==> config.mk <==
export PLATFORM = sky130hd
export DESIGN_NAME = wfifo_src
export DESIGN_NICKNAME = d
export VERILOG_FILES = /design/src/rtl/wfifo_src.sv
export SDC_FILE = /design/constraint.sdc
export NUM_CORES = 1
export LEC_CHECK = 0
export ABC_AREA = 1
export ABC_CLOCK_PERIOD_IN_PS = 1400
export BUFFER_PORTS_ARGS = -buffer_cell sky130_fd_sc_hd__buf_2
export CORE_UTILIZATION = 35
export DETAILED_ROUTE_END_ITERATION = 7
export PLACE_DENSITY = 0.65
export SLEW_MARGIN = 0
export SYNTH_ARGS = -nofsm -noshare
export SYNTH_HDL_FRONTEND = slang
export SYNTH_SLANG_ARGS = --single-unit
==> constraint.sdc <==
create_clock -name wclk -period 1.4 [get_ports wclk]
set_input_delay 0.35 -clock wclk [delete_from_list [all_inputs] [get_ports wclk]]
set_output_delay 0.35 -clock wclk [all_outputs]
set_load 0.05 [all_outputs]
==> src/rtl/wfifo_src.sv <==
// Write-domain producer: skid-buffered upstream stream into FIFO write port; optional level/almost-full under WFIFO_SRC_LEVEL_EN.
// Accepted word is presented on wdata_o with wincr_o one cycle later; stalls on wfull_i, s_ready_o drops once the skid stage fills.
module wfifo_src #(
  parameter int DATA_W       = 8,
  parameter int ADDR_LEN     = 8,
  parameter int AFULL_THRESH = 2**ADDR_LEN - 2
) (
  input  logic                wclk,
  input  logic                wrst_n,
  input  logic                s_valid_i,
  input  logic [DATA_W-1:0]   s_data_i,
  output logic                s_ready_o,
  input  logic                wfull_i,
  input  logic [ADDR_LEN:0]   wptr_i,
  input  logic [ADDR_LEN:0]   r2wptr_sync_i,
  output logic                wincr_o,
  output logic [DATA_W-1:0]   wdata_o,
  output logic [ADDR_LEN:0]   wlevel_o,
  output logic                walmost_full_o
);

  logic              out_vld;
  logic [DATA_W-1:0] out_data;
  logic              skid_vld;
  logic [DATA_W-1:0] skid_data;
  logic              commit;
  logic              accept;

  // Ready depends only on skid occupancy, so no combinational path from wfull_i.
  assign s_ready_o = !skid_vld;
  assign wincr_o   = out_vld & !wfull_i;
  assign wdata_o   = out_data;
  assign commit    = wincr_o;
  assign accept    = s_valid_i & s_ready_o;

  always_ff @(posedge wclk or negedge wrst_n) begin
    if (!wrst_n) begin
      out_vld   <= 1'b0;
      out_data  <= '0;
      skid_vld  <= 1'b0;
      skid_data <= '0;
    end else if (!out_vld || commit) begin
      if (skid_vld) begin
        out_vld  <= 1'b1;
        out_data <= skid_data;
        skid_vld <= 1'b0;
      end else if (accept) begin
        out_vld  <= 1'b1;
        out_data <= s_data_i;
      end else begin
        out_vld  <= 1'b0;
      end
    end else if (accept) begin
      skid_vld  <= 1'b1;
      skid_data <= s_data_i;
    end
  end

`ifdef WFIFO_SRC_LEVEL_EN
  localparam int PW = ADDR_LEN + 1;
  localparam logic [PW-1:0] AF_T = PW'(AFULL_THRESH);

  function automatic logic [PW-1:0] gray2bin(input logic [PW-1:0] g);
    logic [PW-1:0] b;
    b[PW-1] = g[PW-1];
    for (int i = PW - 2; i >= 0; i--) begin
      b[i] = b[i+1] ^ g[i];
    end
    return b;
  endfunction

  // Modulo subtraction keeps the level correct across pointer wrap; stale read pointer only over-reports.
  logic [PW-1:0] level;
  assign level = gray2bin(wptr_i) - gray2bin(r2wptr_sync_i);

  always_ff @(posedge wclk or negedge wrst_n) begin
    if (!wrst_n) begin
      wlevel_o       <= '0;
      walmost_full_o <= 1'b0;
    end else begin
      wlevel_o       <= level;
      walmost_full_o <= (level >= AF_T);
    end
  end
`else
  logic unused_ptrs;
  assign unused_ptrs    = ^{wptr_i, r2wptr_sync_i};
  assign wlevel_o       = '0;
  assign walmost_full_o = 1'b0;
`endif

endmodule

### Word level (Yosys, flattened, before mapping)

Cells that the tools add are included.

| storage, ports and cells | value |
|---|---|
| word-level logic and storage cells | 21 |
| output and inout bits | 20 |
| flip-flop bits (word level) | 18 |

| operators by class | value |
|---|---|
| bitwise logic cells | 3 |
| mux-type cells | 6 |
| reduce and logical (&&, ||, !) cells | 8 |

Operators with widths:

| operator | number |
|---|---|
| $mux 8 | 2 |
| $mux 1 | 4 |
| $reduce_and 2->1 | 2 |
| $reduce_bool 2->1 | 2 |
| $logic_not 1->1 | 3 |
| $and 1x1->1 | 2 |
| $logic_or 1x1->1 | 1 |
| $not 1->1 | 1 |

### Longest topological paths before layout

| logic depth | value |
|---|---|
| word-level depth | 5 |
| mapped depth | 6 |
| mapped depth without buffers | 5 |

### Worst setup path before layout

Ideal clock, no wire load.

| path | value |
|---|---|
| kind | register to output |
| start point | register out_vld |
| end point | output wincr_o |
| buffers on the path | 0 |
| stages on the path, launching flop included | 3 |
| slack | 0.031 ns |
| data arrival time | 1.019 ns |
| cells stage by stage | dfrtp_1 > inv_1 > nor2_1 |

| between the ends | value |
|---|---|
| word-level cells in the longest chain between the ends | 1 |

Ends and longest elaborated chain:

| what | line | text |
|---|---|---|
| from (decl) | 22 | `logic out_vld;` |
| from (signal assigned) | 38 | `out_vld <= 1'b0;` |
| from (signal assigned) | 44 | `out_vld <= 1'b1;` |
| from (signal assigned) | 48 | `out_vld <= 1'b1;` |
| $and 1x1->1 | 31 | `assign wincr_o = out_vld & !wfull_i;` |
| to (decl) | 16 | `output logic wincr_o,` |

No other way between the ends.

### Worst setup path in the final report

Ends and elaborated chain as after synthesis.

==> out/metrics.yaml <==
cellLeakagePower_nw: 0.635
startpoint_type: "register"
first_global_vias: 659
ys.flop_type: "dfrtp_1"
irDropWorstVdd_v: 0.000598
first_pass_iters: 4
slowest_stage: "dfrtp_1"
yosys_warnings: 0
synth_cell_types: 13
r2r_cells: 5
setup_ws_ns: 0.0623
rsz0062_at_grt: "no"
path_depth: 3
max_cap_violations: 0
die-area_um2: 2800
synthAdderAreaFrac: 0
fin_nets: 173
fin_tns_setup_ns: 0
placed_cells: 166
clk_latency_ns: 0.29
track_usage: 0.145
cts_buffers: 3
cts_sinks: 18
synth_simple_gate_area_frac: 0.370
status: "completed"
hold_depth: 3
vias: 722
ys_seq_area_frac: 0.497
yosys.area.top_type_share: 0.497
utilization: 0.437
via_per_inst: 4.20
hold_viol: 0
synth.area.top_cells: "dfrtp_1, nand2_1, buf_4"
place.gp.congestion: 0.780
async_reset_ff_frac: 1.00
yosysMostFrequentCell: "nand2_1"
clockBufferDepth: 2
min_period_over_period: 0.956
port_buffers: 21
synth_area_leader_cell: "dfrtp_1"
synth.avg_cell_area_um2: 7.89
drt-total-wl_mm: 1.68
drive_gt1_frac: 0.261
floorplan.initialDensity: 0.370
crit_chain: "inv_1 -> nor2_1 -> buf_4"
grt_max_degree: 19
cp_top_family: "flip-flops"
critPathKind: "register to output pin"
drcViolationCount: 0
core_um2: 2450
netlist_instances: 115
clk_pin_slew_ns: 0.10
die_h_um: 52.9
wl_per_cell_um: 9.79
synth.area.mux_share: 0
setup-violations-final: 0
dpl_worst_slack_ns: 0.198
ys_ff_latch: 18
synth_xor_area_frac: 0
fin_crit_ns: 1.34
diodes: 0
synth_compound_area_frac: 0.0179
post-dp-hpwl_mm: 1.27
pwr_density_cell_nw_per_um2: 1380
slowest_delay_ns: 0.37
final_cells: 172
skew_ns: 0.000960
drt_iter0_drc: 12
ios: 50
cts.htree.levels: 1
ant_nets: 0
worstPathArrival_ns: 0.99
fp-row-count: 18
gr-total-overflow: 0
endpoint_kind: "output pin"
synth_area_um2: 907
antenna_found_initial: 0
slew_viol_final: 0
syn_to_final_growth_pct: 18.2
cts_tree: "yes"
min_path_type: "input port to register"
cp_max_fo: 2
cts_root_buf: "clkbuf_4"
cp.required_ns: 1.05
crit_buf_inv: 2
max_freq_mhz: 748
synth_edf_count: 0
synth_common_cells: "nand2_1, dfrtp_1, buf_4"
grt_first_pass_wirelength_mm: 2.88
die_w_um: 52.9
synth_top_family_by_area: "simple AND/OR/NAND/NOR gates"
==> worst min-delay path, delay by kind of cell <==
kind / cells / cell delay [ns]
AND/OR/NAND/NOR: 2 / 0.13
buffers and inverters: 1 / 0.09
==> path summary, 6_finish.rpt <==
path                               from            to  slack [ns]
max                             out_vld       wincr_o        0.06
min                         s_data_i[0]  skid_data[0]        0.30
max reg2reg                    skid_vld    wdata_o[2]        0.19
min reg2reg                skid_data[0]  skid_data[0]        0.48
max in group asynchronous        wrst_n      skid_vld        0.60
min in group asynchronous        wrst_n  skid_data[0]        0.50
==> where the power goes <==
group / switching (W) / internal, W
clock network: 0.000154 / 0.000158
logic: 0.000385 / 0.000121
registers: 0.0000483 / 0.000615
total: 0.000587 / 0.000894
==> cell families after synthesis <==
logic type,after synthesis
AOI/OAI and AO/OA,1
buffers and inverters,15
DFF,18
other,1
and+or+nand+nor,80
==> state kept, by name (all words and copies together) (netlist names) <==
name       count
out_vld        1
skid_data      8
skid_vld       1
wdata_o        8
==> metrics by stage <==
stage          hold WS, ns  power [W]  instance area (um2)
2_1_floorplan       0.0544    0.00108                  941
3_3_place_gp         0.298    0.00117                 1010
3_5_place_dp         0.302    0.00117                 1010
4_1_cts              0.298    0.00150                 1070
5_1_grt              0.310    0.00159                 1070
6_report             0.304    0.00148                 1070
==> cell usage in the layout (no fill, tap or decap) <==
cell type	n
buf_2	19
buf_4	5
clkbuf_4	3
clkbuf_8	1
conb_1	10
dfrtp_1	17
dfrtp_2	1
dlygate4sd3_1	1
inv_1	1
inv_2	3
nand2_1	65
nand2_2	1
nand2_4	1
nand3_1	8
nor2_1	3
nor2_4	2
o21ai_4	1
==> final cells by class <==
class	instances	area, um2
Tap cell	30	37.5
Timing Repair Buffer	25	143
Sequential cell	18	452
Multi-Input combinational cell	91	389
Clock buffer	4	36.3
Fill cell	263	1380
Inverter	4	15.0
==> what timing repair did <==
action | 4_1_cts | 5_1_grt
hold buffers | 1 | 0
buffers inserted | 1 | 0
gates resized for setup | 3 | 0
endpoints found under the hold margin | 18 | 0
endpoints found under the setup margin | 2 | 0
==> metal layers <==
metal | vias to the layer above | part of all wire | global-route usage
met4 | 0 | 0.0036 | 0.0526
met1 | 317 | 0.46 | 0.187
met5 | - | 0 | 0
met3 | 2 | 0.050 | 0.0259
li1 | 384 | - | -
met2 | 19 | 0.49 | 0.241
(Power assumes the default switching activity.)
